--- config.mk ---
export PLATFORM = sky130hd
export DESIGN_NAME = bmu_issue_arbiter
export DESIGN_NICKNAME = d
export VERILOG_FILES = /design/src/rtl/bmu_arb_pkg.sv /design/src/rtl/bmu_issue_arbiter_rr_arbiter.sv /design/src/rtl/bmu_issue_arbiter.sv
export SDC_FILE = /design/constraint.sdc
export NUM_CORES = 1
export LEC_CHECK = 0
export ABC_AREA = 1
export BUFFER_PORTS_ARGS = -buffer_cell sky130_fd_sc_hd__buf_2
export CAP_MARGIN = 20
export CORE_AREA = 5 5 163 165
export DETAILED_ROUTE_END_ITERATION = 10
export DIE_AREA = 0 0 168 170
export GPL_ROUTABILITY_DRIVEN = 0
export PLACE_DENSITY = 0.4
export SYNTH_ARGS = -nofsm -noshare
export SYNTH_HDL_FRONTEND = slang
export SYNTH_SLANG_ARGS = --single-unit
--- constraint.sdc ---
create_clock -name clk -period 3.2 [get_ports clk]
set_input_delay 0.96 -clock clk [delete_from_list [all_inputs] [get_ports clk]]
set_output_delay 0.96 -clock clk [all_outputs]
set_load 0.01 [all_outputs]
--- src/rtl/bmu_arb_pkg.sv ---
`default_nettype none
// +--------------------------------------------------------------------+
// | bmu_arb_pkg : shared types for the BMU issue arbiter                |
// | rev 1.0                                                             |
// +--------------------------------------------------------------------+
package bmu_arb_pkg;

  localparam int MAX_REQ       = 4;
  localparam int REQ_ID_W      = 2;
  localparam int ERR_CNT_W_DEF = 16;

  typedef logic [REQ_ID_W-1:0] req_id_t;

  typedef struct packed {
    logic    v;
    req_id_t id;
  } tag_t;

  // Decoded BMU op packet as presented to the BMU ap input.
  typedef struct packed {
    logic valid;
    logic land;
    logic lor;
    logic lxor;
    logic sll;
    logic srl;
    logic sra;
    logic ror;
    logic rol;
    logic clz;
    logic ctz;
    logic cpop;
    logic minv;
    logic maxv;
    logic sh1add;
    logic bext;
  } rtl_alu_pkt_t;

endpackage
`default_nettype wire

--- src/rtl/bmu_issue_arbiter_rr_arbiter.sv ---
`default_nettype none
// +--------------------------------------------------------------------+
// | rr_arbiter : combinational round-robin grant starting at ptr        |
// | rev 1.0                                                             |
// +--------------------------------------------------------------------+
module rr_arbiter
  import bmu_arb_pkg::*;
#(
  parameter int NUM_REQ = 2
) (
  input  logic [NUM_REQ-1:0] req,
  input  req_id_t            ptr,
  output logic [NUM_REQ-1:0] grant
);

  logic found;
  int   pos;

  // All selects use loop constants; pos only steers which constant index wins.
  always_comb begin
    grant = '0;
    found = 1'b0;
    pos   = 0;
    for (int k = 0; k < NUM_REQ; k++) begin
      pos = int'(ptr) + k;
      if (pos >= NUM_REQ) pos = pos - NUM_REQ;
      for (int i = 0; i < NUM_REQ; i++) begin
        if (!found && (pos == i) && req[i]) begin
          grant[i] = 1'b1;
          found    = 1'b1;
        end
      end
    end
  end

endmodule
`default_nettype wire

--- src/rtl/bmu_issue_arbiter.sv ---
`default_nettype none
// +--------------------------------------------------------------------+
// | bmu_issue_arbiter : round-robin sharing of one BMU with tag return  |
// | rev 1.0                                                             |
// +--------------------------------------------------------------------+
module bmu_issue_arbiter
  import bmu_arb_pkg::*;
#(
  parameter int NUM_REQ     = 2,
  parameter int BMU_LATENCY = 1,
  parameter int ERR_CNT_W   = ERR_CNT_W_DEF
) (
  input  logic                          clk,
  input  logic                          rst,
  input  logic [NUM_REQ-1:0]            reqValid,
  output logic [NUM_REQ-1:0]            reqReady,
  input  rtl_alu_pkt_t [NUM_REQ-1:0]    reqAp,
  input  logic [NUM_REQ-1:0][31:0]      reqA,
  input  logic [NUM_REQ-1:0][31:0]      reqB,
  input  logic [NUM_REQ-1:0]            reqCsrRen,
  input  logic [NUM_REQ-1:0][31:0]      reqCsrRdata,
  input  logic                          flush,
  output logic                          bmuValidIn,
  output rtl_alu_pkt_t                  bmuAp,
  output logic [31:0]                   bmuAIn,
  output logic [31:0]                   bmuBIn,
  output logic                          bmuCsrRenIn,
  output logic [31:0]                   bmuCsrRdataIn,
  input  logic [31:0]                   bmuResultFf,
  input  logic                          bmuError,
  output logic [NUM_REQ-1:0]            rspValid,
  output logic [31:0]                   rspResult,
  output logic                          rspError,
  output logic                          busy,
  output logic [ERR_CNT_W-1:0]          errCount
);

  logic [NUM_REQ-1:0] req_masked;
  logic [NUM_REQ-1:0] grant;
  req_id_t            grant_id;
  req_id_t            rr_ptr;
  tag_t               pipe [BMU_LATENCY];
  tag_t               last;
  logic               deliver;
  logic               any_v;

  assign req_masked = reqValid & {NUM_REQ{~(flush | rst)}};

  rr_arbiter #(
    .NUM_REQ (NUM_REQ)
  ) u_rr (
    .req   (req_masked),
    .ptr   (rr_ptr),
    .grant (grant)
  );

  assign reqReady   = grant;
  assign bmuValidIn = |grant;

  always_comb begin
    bmuAp         = '0;
    bmuAIn        = '0;
    bmuBIn        = '0;
    bmuCsrRenIn   = 1'b0;
    bmuCsrRdataIn = '0;
    grant_id      = '0;
    for (int i = 0; i < NUM_REQ; i++) begin
      bmuAp         = bmuAp | (reqAp[i] & {$bits(rtl_alu_pkt_t){grant[i]}});
      bmuAIn        = bmuAIn | (reqA[i] & {32{grant[i]}});
      bmuBIn        = bmuBIn | (reqB[i] & {32{grant[i]}});
      bmuCsrRenIn   = bmuCsrRenIn | (reqCsrRen[i] & grant[i]);
      bmuCsrRdataIn = bmuCsrRdataIn | (reqCsrRdata[i] & {32{grant[i]}});
      if (grant[i]) grant_id = req_id_t'(i);
    end
  end

  always_ff @(posedge clk) begin
    if (rst) begin
      rr_ptr <= '0;
    end else if (|grant) begin
      rr_ptr <= (grant_id == req_id_t'(NUM_REQ - 1)) ? '0 : grant_id + 1'b1;
    end
  end

  // Flush and reset both kill every in-flight tag at this edge.
  always_ff @(posedge clk) begin
    if (rst || flush) begin
      for (int k = 0; k < BMU_LATENCY; k++) pipe[k] <= '0;
    end else begin
      pipe[0] <= '{v: |grant, id: grant_id};
      for (int k = 1; k < BMU_LATENCY; k++) pipe[k] <= pipe[k-1];
    end
  end

  assign last    = pipe[BMU_LATENCY-1];
  assign deliver = last.v & ~flush & ~rst;

  always_comb begin
    any_v = 1'b0;
    for (int k = 0; k < BMU_LATENCY; k++) any_v = any_v | pipe[k].v;
  end

  assign busy = ~rst & (any_v | bmuValidIn);

  always_comb begin
    rspValid = '0;
    for (int i = 0; i < NUM_REQ; i++) rspValid[i] = deliver && (last.id == req_id_t'(i));
  end

  assign rspResult = deliver ? bmuResultFf : '0;
  assign rspError  = deliver & bmuError;

  always_ff @(posedge clk) begin
    if (rst) begin
      errCount <= '0;
    end else if (deliver && bmuError && (errCount != {ERR_CNT_W{1'b1}})) begin
      errCount <= errCount + 1'b1;
    end
  end

endmodule
`default_nettype wire

==> impl_metrics.py <==
metrics = {
    "sta": {
        "fmax_mhz": 325,
        "fin_crit_sh": 0.961,
        "layout_setup_ws_ns": 0.126,
        "finalSetupTns_ns": 0,
        "worstMarginPinSlew_ns": 0.560,
        "finalSetupViolCount": 0,
        "skew_ns": 0.00326,
        "finalMaxSlewViolations": 0,
        "hold_viol_final": 0,
        "rsz0062_at_grt": "false",
        "max_slew_margin": 0.627,
        "period_minus_slack_ns": 3.07,
    },
    "placed_design": {
        "place.port_buffers": 431,
        "dpl.hpwl_um": 22100,
        "dp.cells": 1113,
        "pre_cts_slack_ns": 0.131,
        "placed_area_um2": 5090,
    },
    "synthesis": {
        "synthTopCellsByArea": "a22o_1 (39%), dfxtp_1 (15%), nor2_1 (7.7%)",
        "yosysTopAreaCell": "a22o_1",
        "syn-num-nets": 634,
        "synth_edf_count": 0,
        "yosys_warnings": 0,
        "synthDistinctLibCells": 26,
        "async_flop_share": 0,
        "synth_area_um2": 2530,
        "ys_seq_elements": 19,
        "seq_area_frac_synth": 0.150,
        "synth_top_flop_cell": "dfxtp_1",
        "netlist_instances": 369,
        "synth_top_area_share": 0.391,
        "syn_area_per_cell_um2": 6.87,
    },
    "clock_tree": {
        "postCtsHoldBufs": 0,
        "cts_setup_buffers": 0,
        "clk_latency_ns": 0.25,
        "cts_tree": "done",
        "cts_buffer_depth": 2,
        "root_buffer": "clkbuf_16",
        "post_cts_resized": 0,
        "clk_pin_slew_ns": 0.06,
        "h-tree-depth": 1,
        "cts.sinks": 19,
        "cts_buffers": 3,
    },
    "final_layout": {
        "regArea_um2": 380,
        "multiInputGateArea_um2": 1790,
        "final_layout_size_suffix_gt1_frac": 0.609,
        "final_area_um2": 5190,
        "nets": 1053,
        "fin_cells": 1126,
        "nFillCells": 2847,
        "area_growth_pct": 105,
    },
    "die": {
        "die_area_um2": 28600,
        "core_um2": 24900,
        "ioPinCount": 432,
        "start_util": 0.102,
        "rows": 58,
        "fp.dieW_um": 168,
        "die_h_um": 170,
    },
    "critical_path": {
        "worstPathRequired_ns": 2.24,
        "path_class": "input pin to primary output",
        "cp_max_fo": 53,
        "cp_common_cell": "buf_2",
        "cpPeakStageDelay_ns": 0.25,
        "rrSetupSlack_ns": 1.37,
        "slowest_stage": "buf_12",
        "worst-path-buf-inv": 4,
        "crit_chain": "buf_2, nor2_4, nand3_2, inv_4, buf_12, a22o_1, buf_2",
        "rr_worst_depth": 7,
        "r2r-start": "errCount[0]",
        "start_kind": "input pin",
        "r2r_end": "errCount[2]",
        "critPathTopFamily": "buffers and inverters",
        "endpoint_kind": "primary output",
        "cp.arrival_ns": 2.11,
    },
    "hold_path": {
        "hp-class": "flip-flop to flip-flop",
        "min_to": "errCount[3]",
        "holdCritStartpoint": "errCount[3]",
        "holdPathStages": 2,
    },
    "status": {
        "status": "complete, no violations",
    },
    "grt": {
        "grt_max_degree": 54,
        "grt_pass1_wl_um": 32800,
        "grt_pass1_vias": 4334,
        "grtUsageTotal": 0.157,
        "antenna_found_initial": 25,
        "overflow": 0,
    },
    "job": {
        "maxCapViolations": 0,
    },
    "detailed_routing": {
        "antenna_left": 0,
        "drtIter0Drc": 253,
        "num_vias": 4503,
        "drc": 0,
        "drt-pass1-iter-count": 4,
        "wl_per_cell_um": 22.0,
        "routed_wl_um": 24800,
        "viasPerCell": 4.00,
    },
    "pwr": {
        "peakVddDrop_mv": 0.130,
        "leakage_uw": 0.00311,
        "p_per_area_nw_per_um2": 183,
    },
}
-- sequential cells by signal, indices dropped and copies added, names as in the netlist --
register	cells
rr_ptr	1
errCount	16
pipe	2
-- area by class of cell --
cell class              count  area share
inverters                  51      0.0378
multi-input cells         269       0.344
diodes                      9     0.00434
repair buffers            444       0.446
flip-flops and latches     19      0.0732
clock buffers               3      0.0145
clock inverters             1    0.000963
well taps                 330      0.0795
-- layer usage --
metal  part of all wire  track usage  routed length, µm
met1               0.40        0.196               9840
met3               0.15       0.0908               3710
met5             0.0045            0                111
met2               0.44        0.244              11000
met4             0.0057       0.0134                142
-- power breakdown --
part / internal, µW / switching (µW)
clock network: 168 / 99.5
registers: 239 / 2.57
logic: 226 / 213
-- layout by cell type (no fill, tap or decap), types with 3 or more instances in the layout --
cell type / n
a21oi_1: 3
a21oi_2: 10
a22o_1: 113
buf_12: 5
buf_2: 431
buf_4: 8
clkbuf_16: 3
dfxtp_1: 19
diode_2: 9
inv_1: 49
nand2_1: 46
nand2_2: 8
nand3_1: 9
nand4_1: 6
nor2_1: 52
nor2_2: 4
nor2_4: 3
xor2_1: 4
-- worst min-delay path, stage by stage (launching register included) --
cell and delay, ns:
dfxtp_1 0.34, nand2_1 0.10, a21oi_2 0.05
-- Yosys cell counts, types with 3 or more instances --
cell type and n:
xor2_1 4, clkbuf_1 5, buf_4 8, nand3_1 9
nor2_2 4, nand4_1 6, buf_2 15, a21oi_1 3
nand2_1 46, nand2_2 8, a21oi_2 10, inv_1 49
nor2_1 52, nor2_4 3, dfxtp_1 19, a22o_1 113
-- logic make-up (layout without fill, tap and decap cells) --
logic type	after synthesis	after routing	share of synthesized area
AND/OR/NAND/NOR	132	132	0.238
AO/OA/AOI/OAI	130	130	0.441
buffers and inverters	81	499	0.145
flip-flops	19	19	0.150
XOR/XNOR	6	6	0.0207
adder cells (fa/ha/maj)	1	1	0.00494
other	0	9	0
-- stage by stage --
| stage | hold WS (ns) | utilization | total power, µW |
|---|---|---|---|
| finish | 0.535 | 0.209 | 948 |
| global route | 0.566 | 0.208 | 1000 |
| CTS | 0.534 | 0.208 | 962 |
| detailed placement | 0.525 | 0.205 | 690 |
| global placement | 0.520 | 0.205 | 690 |
| floorplan | 0.502 | - | 404 |
-- worst max path at each step --
stage / start / endpoint / depth (start not counted) / slack (ns)
after detailed placement: flush / bmuAp[5] / 7 / 0.13
final: flush / bmuAp[5] / 7 / 0.13
after global placement: flush / bmuAIn[24] / 7 / 0.13
after floorplan: flush / bmuAIn[25] / 5 / 0.41
after CTS: flush / bmuAp[5] / 7 / 0.12
after global routing: flush / bmuAIn[25] / 7 / 0.03
Power figures use the tool's default switching activity.
